### config.mk
export PLATFORM = sky130hd
export DESIGN_NAME = bus_arbiter_3_flat
export DESIGN_NICKNAME = d
export VERILOG_FILES = /design/src/rtl/bus_arbiter_3_if.sv /design/src/rtl/bus_arbiter_3.sv /design/src/flat_wrapper.sv
export SDC_FILE = /design/constraint.sdc
export NUM_CORES = 1
export LEC_CHECK = 0
export CAP_MARGIN = 20
export CORE_MARGIN = 4
export CORE_UTILIZATION = 64
export DETAILED_ROUTE_END_ITERATION = 6
export DONT_BUFFER_PORTS = 1
export PLACE_DENSITY = 0.87
export SLEW_MARGIN = 25
export SYNTH_ARGS = -nofsm -noshare
export SYNTH_HDL_FRONTEND = slang
export SYNTH_SLANG_ARGS = --single-unit
### constraint.sdc
create_clock -name clk -period 5.6 [get_ports clk]
set_clock_uncertainty 0.1 [all_clocks]
set_input_delay 0.56 -clock clk [delete_from_list [all_inputs] [get_ports clk]]
set_output_delay 0.56 -clock clk [all_outputs]
set_load 0.02 [all_outputs]
### src/rtl/bus_arbiter_3_if.sv
// Bus-arbiter request/grant bundle between the three requesters and the arbiter.
// The arbiter takes the slave view; the requester side (or a bench) takes master.
interface bus_arbiter_3_if;
  logic [2:0] req_in;
  logic [2:0] last_in;
  logic [2:0] grant_out;
  logic [1:0] sel_out;
  logic       busy_out;
  logic       preempt_out;

  modport master (
    output req_in, last_in,
    input  grant_out, sel_out, busy_out, preempt_out
  );

  modport slave (
    input  req_in, last_in,
    output grant_out, sel_out, busy_out, preempt_out
  );
endinterface

### src/rtl/bus_arbiter_3.sv
// Round-robin arbiter for the 3-input 16-bit bus mux, with a bounded tenure and
// zero-gap handover between owners. All outputs are registered.
module bus_arbiter_3 #(
  parameter int unsigned MAX_HOLD = 8
) (
  input  logic            clk,
  input  logic            rst_n,
  bus_arbiter_3_if.slave  bus
);

  typedef enum logic {IDLE, OWNED} state_t;

  localparam logic [7:0] HOLD_LAST = 8'(MAX_HOLD - 1);

  state_t     state, state_nxt;
  logic [1:0] ptr, ptr_nxt;
  logic [7:0] hold_cnt, hold_nxt;
  logic [2:0] grant_q, grant_nxt;
  logic [1:0] sel_q, sel_nxt;
  logic       busy_q, pre_q, pre_nxt;

  logic [1:0] cand1, cand2, win;
  logic       any_req, own_req, own_last, timeout, end_ten;

  function automatic logic [1:0] inc3(input logic [1:0] x);
    return (x == 2'd2) ? 2'd0 : 2'(x + 2'd1);
  endfunction

  // ptr is the most recent owner, so it is searched last.
  always_comb begin
    cand1   = inc3(ptr);
    cand2   = inc3(cand1);
    any_req = |bus.req_in;
    if (bus.req_in[cand1])      win = cand1;
    else if (bus.req_in[cand2]) win = cand2;
    else                        win = ptr;
  end

  always_comb begin
    state_nxt = state;
    ptr_nxt   = ptr;
    hold_nxt  = hold_cnt;
    pre_nxt   = 1'b0;
    own_req   = bus.req_in[ptr];
    own_last  = bus.last_in[ptr];
    timeout   = (hold_cnt == HOLD_LAST);
    end_ten   = (state == IDLE) || !own_req || own_last || timeout;

    if (!end_ten) begin
      hold_nxt = 8'(hold_cnt + 8'd1);
    end else begin
      // Preempt only when the timeout alone ended a still-active tenure.
      pre_nxt  = (state == OWNED) && own_req && !own_last && timeout;
      hold_nxt = 8'd0;
      if (any_req) begin
        state_nxt = OWNED;
        ptr_nxt   = win;
      end else begin
        state_nxt = IDLE;
      end
    end

    grant_nxt = (state_nxt == OWNED) ? 3'(3'b001 << ptr_nxt) : 3'b000;
    sel_nxt   = (state_nxt == OWNED) ? ptr_nxt : 2'b11;
  end

  always_ff @(posedge clk or negedge rst_n) begin
    if (!rst_n) begin
      state    <= IDLE;
      ptr      <= 2'd2;
      hold_cnt <= 8'd0;
      grant_q  <= 3'b000;
      sel_q    <= 2'b11;
      busy_q   <= 1'b0;
      pre_q    <= 1'b0;
    end else begin
      state    <= state_nxt;
      ptr      <= ptr_nxt;
      hold_cnt <= hold_nxt;
      grant_q  <= grant_nxt;
      sel_q    <= sel_nxt;
      busy_q   <= (state_nxt == OWNED);
      pre_q    <= pre_nxt;
    end
  end

  assign bus.grant_out   = grant_q;
  assign bus.sel_out     = sel_q;
  assign bus.busy_out    = busy_q;
  assign bus.preempt_out = pre_q;

endmodule
### src/flat_wrapper.sv
// flat-port wrapper written by rule: the top's interface ports become plain ports
module bus_arbiter_3_flat 
#(
  parameter int unsigned MAX_HOLD = 8
)
  (clk, rst_n, bus_req_in, bus_last_in, bus_grant_out, bus_sel_out, bus_busy_out, bus_preempt_out);
  bus_arbiter_3_if bus_i ();
  input  logic clk;
  input  logic rst_n;
  input wire logic [$bits(bus_i.req_in)-1:0] bus_req_in;
  input wire logic [$bits(bus_i.last_in)-1:0] bus_last_in;
  output wire logic [$bits(bus_i.grant_out)-1:0] bus_grant_out;
  output wire logic [$bits(bus_i.sel_out)-1:0] bus_sel_out;
  output wire logic [$bits(bus_i.busy_out)-1:0] bus_busy_out;
  output wire logic [$bits(bus_i.preempt_out)-1:0] bus_preempt_out;
  assign bus_i.req_in = bus_req_in;
  assign bus_i.last_in = bus_last_in;
  assign bus_grant_out = bus_i.grant_out;
  assign bus_sel_out = bus_i.sel_out;
  assign bus_busy_out = bus_i.busy_out;
  assign bus_preempt_out = bus_i.preempt_out;
  bus_arbiter_3 #(.MAX_HOLD(MAX_HOLD)) u_core (.clk(clk), .rst_n(rst_n), .bus(bus_i));
endmodule
# == Word-level counts from Yosys, hierarchy flattened ==
# Index checks and enable logic that the tools add are counted.
# word_totals
word_cells,46
regBits,17
output_inout_bits,7
# classes
n_eq_ne,3
order_cmp,3
bitwise,1
mux,20
addsub,3
n_shift,1
reduce_logical,9
# ops
cell,n
$mux 2,7
$lt 2x3->1 const B,3
$add 8x1->8 const B,1
$bmux 1 s2,4
$eq 8x3->1 const B,1
$mux 8,1
$mux 1,7
$add 2x1->2 const B,2
$eq 2x2->1 const B,2
$logic_and 1x1->1,3
$logic_or 1x1->1,3
$mux 3,1
$reduce_or 3->1,1
$shl 1x2->3 const A,1
$logic_not 1->1,2
$not 1->1,1

# == Logic depth before layout (Yosys ltp) ==
# logic_depth
word_depth,12
depth_mapped,7
depth_no_buf,5

# == Least setup slack after synthesis ==
# OpenSTA, ideal clock, no wires.
# synth_timing
path_type,input -> register
from,input bus_req_in[0]
to,"register u_core.grant_q[1], in the netlist u_core.bus.grant_out[1]"
arrival_time_ns,1.796
setup_ns,0.069
slack_ns,3.635
path_stages,7
path_cell_list,buf_2 mux2_2 mux2i_1 or2_0 clkbuf_1 or4_1 nand3_1
# synth_between
elab_chain_cells,9
word_cells_on_any_way,19
cone_classes,shift (1); mux (13); reduce/logical (5)
# synth_rtl
item,line,text
start: declaration,flat_wrapper.sv:10,input wire logic [$bits(bus_i.req_in)-1:0] bus_req_in;
"parallel branches: the longest is 8 deep, another holds $shl 1x2->3",--,
$mux 3 (*),bus_arbiter_3.sv:63,grant_nxt = (state_nxt == OWNED) ? 3'(3'b001 << ptr_nxt) : 3'b000;
named net u_core.grant_nxt[1],bus_arbiter_3.sv:18,"logic [2:0] grant_q, grant_nxt;"
end signal: assignment,bus_arbiter_3.sv:80,grant_q <= grant_nxt;
end: declaration,bus_arbiter_3.sv:18,
# Mark *: on every way through the listed nets, which the timed path passes. The select of a mux whose other input is x is not followed.

# == Worst setup path in the final report ==
# layout_timing
from,register u_core.ptr[0]
to,"register u_core.grant_q[1], in the netlist u_core.bus.grant_out[1]"
# layout_between
elab_chain_cells,12
word_cells_on_any_way,25
cone_classes,add/sub (2); eq/ne (2); shift (1); mux (16); reduce/logical (4)
# layout_rtl
item,line,text
start: declaration,bus_arbiter_3.sv:16,"logic [1:0] ptr, ptr_nxt;"
start signal: assignment,bus_arbiter_3.sv:78,ptr <= ptr_nxt;
$add 2x1->2 or $eq 2x2->1 (tied branches),bus_arbiter_3.sv:26,return (x == 2'd2) ? 2'd0 : 2'(x + 2'd1);
$mux 2,bus_arbiter_3.sv:26,
$add 2x1->2 or $eq 2x2->1 (tied branches),bus_arbiter_3.sv:26,
$mux 2,bus_arbiter_3.sv:26,
$bmux 1 s2,bus_arbiter_3.sv:35,else if (bus.req_in[cand2]) win = cand2;
$mux 1 (not written as such),bus_arbiter_3.sv:35,
$mux 2,bus_arbiter_3.sv:35,
$mux 2,bus_arbiter_3.sv:34,if (bus.req_in[cand1]) win = cand1;
$mux 2,bus_arbiter_3.sv:55,if (any_req) begin
$mux 2,bus_arbiter_3.sv:49,if (!end_ten) begin
$shl 1x2->3,bus_arbiter_3.sv:63,
$mux 3 (*),bus_arbiter_3.sv:63,
named net u_core.grant_nxt[1],bus_arbiter_3.sv:18,
# Mark *: on every way through the listed nets, which the timed path passes. The rest lies on a longest branch. The select of a mux whose other input is x is not followed.

==> impl_metrics.py <==
metrics = {
    "status": {
        "status": "completed",
    },
    "finish": {
        "instances_no_fill": 111,
        "layout_common_cells": "nor2_1 (16), dfrtp_1 (14), nand2_1 (6), o21ai_0 (5), nand3_1 (5)",
        "fillers": 91,
        "antenna_cells": 0,
        "layout-drive-gt1-share": 0.115,
        "layout.nets": 106,
        "area_delta_synth_final_pct": 4.02,
        "final_common_cell": "nor2_1",
    },
    "sta": {
        "drv_slew": 0,
        "min_period_ps": 2170,
        "fin_setup_tns_ps": 0,
        "worst_pin_slew_ps": 648,
        "fin_crit_sh": 0.387,
        "rsz0062_at_grt": "false",
        "max_freq_mhz": 462,
        "finalHoldViolCount": 0,
        "maxSlewHeadroom": 0.567,
        "setup_viol": 0,
    },
    "worst_hold_path": {
        "hp-class": "in2reg",
    },
    "setup_path": {
        "endpoint_kind": "flop",
        "slowest_stage": "dfrtp_1",
        "critPathKind": "reg2reg",
        "cp_max_fo": 14,
        "crit_buf_inv": 0,
        "critical_path.top_delay_family": "simple AND/OR/NAND/NOR gates",
        "worstPathCellList": "mux2i_1 > o211ai_1 > or2_0 > or4_1 > nand3_1",
        "worst_path_largest_cell_delay_ps": 650,
        "critPathRequiredTime_ps": 5720,
        "critical_path_arrival_ps": 2280,
        "cp-start-kind": "flop",
    },
    "floorplan": {
        "core_area_mm2": 0.00132,
        "io_pins": 15,
        "initial_utilization": 0.685,
        "dieWidth_um": 45.5,
        "rows": 13,
        "die-area_mm2": 0.00207,
        "fp.dieH_um": 45.5,
    },
    "detailed_routing": {
        "avgRoutedWirePerCell_um": 14.6,
        "final_antenna_net_count": 0,
        "drtIter0Drc": 21,
        "finalWirelength_um": 1620,
        "vias": 679,
        "drtPass1Iterations": 4,
        "vias_per_cell": 6.12,
        "drc": 0,
    },
    "yosys": {
        "ys_seq_elements": 17,
        "synth_warnings": 0,
        "synth_nets": 104,
        "synthCells": 95,
        "syn_area_um2": 902,
        "seq_area_frac_synth": 0.476,
        "yosys.cell_types.count": 32,
        "avgSynthCellArea_um2": 9.50,
    },
    "cts": {
        "cts_buffer_depth": 2,
        "cts-root-buf": "clkbuf_4",
        "clock_sinks": 17,
        "post_cts_resized": 0,
        "cts_tree": "done",
        "cts.clk_slew.worst_paths_ps": 80,
        "cts_setup_buffers": 0,
        "clock_latency_ps": 280,
        "cts_buffers": 3,
        "postCtsHoldBufs": 1,
        "htree_levels": 1,
    },
    "grt": {
        "antenna_found_initial": 0,
        "grt_pass1_vias": 624,
        "grt_start_max_net_pins": 16,
        "track_usage": 0.181,
        "overflow": 0,
        "grt_pass1_wl_um": 2640,
    },
    "placed_design": {
        "dp_cells": 105,
        "port_buffers": 0,
        "place.gp.congestion": 0.816,
        "hpwl_um": 1140,
    },
    "pwr": {
        "total_power_mw": 0.382,
        "power_density_mw_per_mm2": 407,
        "power_leakage_nw": 0.415,
        "ir_worst_vdd_mv": 0.216,
    },
    "flow_run": {
        "drv_cap": 0,
    },
}
[sequential cells by signal, summed over array words and instances (netlist names)]
| signal | cells |
|---|---|
| u_core.bus.preempt_out | 1 |
| u_core.ptr | 2 |
| u_core.bus.grant_out | 3 |
| u_core.state | 1 |
| u_core.bus.sel_out | 2 |
| u_core.hold_cnt | 8 |
[through the flow]
step	setup WS (ps)	util	hold slack [ps]	area, um^2
floorplan	3630	-	164	902
global placement	3520	0.677	165	892
detailed placement	3470	0.677	165	892
CTS	3440	0.705	2.74	928
global route	3260	0.712	291	938
finish	3430	0.712	309	938
[cell families after synthesis]
kind of cell               Yosys count  synth area share
xor gates and xnor gates             6            0.0583
adders and majority gates            1            0.0139
muxes                                3            0.0347
and+or+nand+nor                     43             0.234
AOI/OAI and AO/OA                   18             0.143
DFF                                 17             0.476
buffers and inverters                7            0.0402
[path summary, 6_finish.rpt]
| path | slack (ps) | depth (start not counted) | end | startpoint |
|---|---|---|---|---|
| max | 3430 | 5 | u_core.bus.grant_out[1] | u_core.ptr[0] |
| min | 310 | 1 | u_core.bus.grant_out[0] | bus_req_in[0] |
| max reg2reg | 3430 | 5 | u_core.bus.grant_out[1] | u_core.ptr[0] |
| min reg2reg | 350 | 1 | u_core.hold_cnt[0] | u_core.hold_cnt[0] |
| max in group asynchronous | 4350 | 1 | u_core.bus.preempt_out | rst_n |
| min in group asynchronous | 600 | 1 | u_core.ptr[1] | rst_n |
[Yosys cell counts]
cell	number	share of area
nor2_1	16	0.067
dfrtp_1	14	0.39
nand2_1	6	0.025
nand3_1	5	0.028
o21ai_0	5	0.028
a21oi_1	4	0.022
or3_1	4	0.028
xor2_1	4	0.039
dfstp_2	3	0.087
o211ai_1	3	0.025
a211o_1	2	0.019
and3_2	2	0.017
buf_2	2	0.011
clkbuf_1	2	0.0083
inv_1	2	0.0083
mux2i_1	2	0.022
nor3_1	2	0.011
or4_1	2	0.017
xnor2_1	2	0.019
a211oi_2	1	0.014
a21o_1	1	0.0083
a311oi_2	1	0.017
and3_1	1	0.0069
buf_6	1	0.012
ha_1	1	0.014
mux2_2	1	0.012
nand2b_1	1	0.0069
nand3b_1	1	0.0083
nand4_1	1	0.0069
nor2b_1	1	0.0069
o311ai_0	1	0.0097
or2_0	1	0.0069
[power breakdown]
group / switching [mW] / total, mW / internal (mW)
sequential: 0.0541 / 0.213 / 0.159
combinational: 0.0610 / 0.109 / 0.0476
clock: 0.0322 / 0.0598 / 0.0276
[area by class of cell]
type | instances | area (um^2) | share of cell area
well taps | 15 | 18.8 | 0.0200
clock buffers | 4 | 26.3 | 0.0280
repair buffers | 2 | 20.0 | 0.0213
inverters | 2 | 7.51 | 0.00800
multi-input cells | 71 | 437 | 0.465
flip-flops and latches | 17 | 429 | 0.457
[routing by layer]
metal,vias up,part of all wire,GRT usage
met5,-,0,0
met4,0,0.0099,0.0643
met3,6,0.092,0.0791
met2,38,0.47,0.270
met1,302,0.42,0.231
li1,333,-,-
Note: power is estimated with default switching activity, not from simulation.
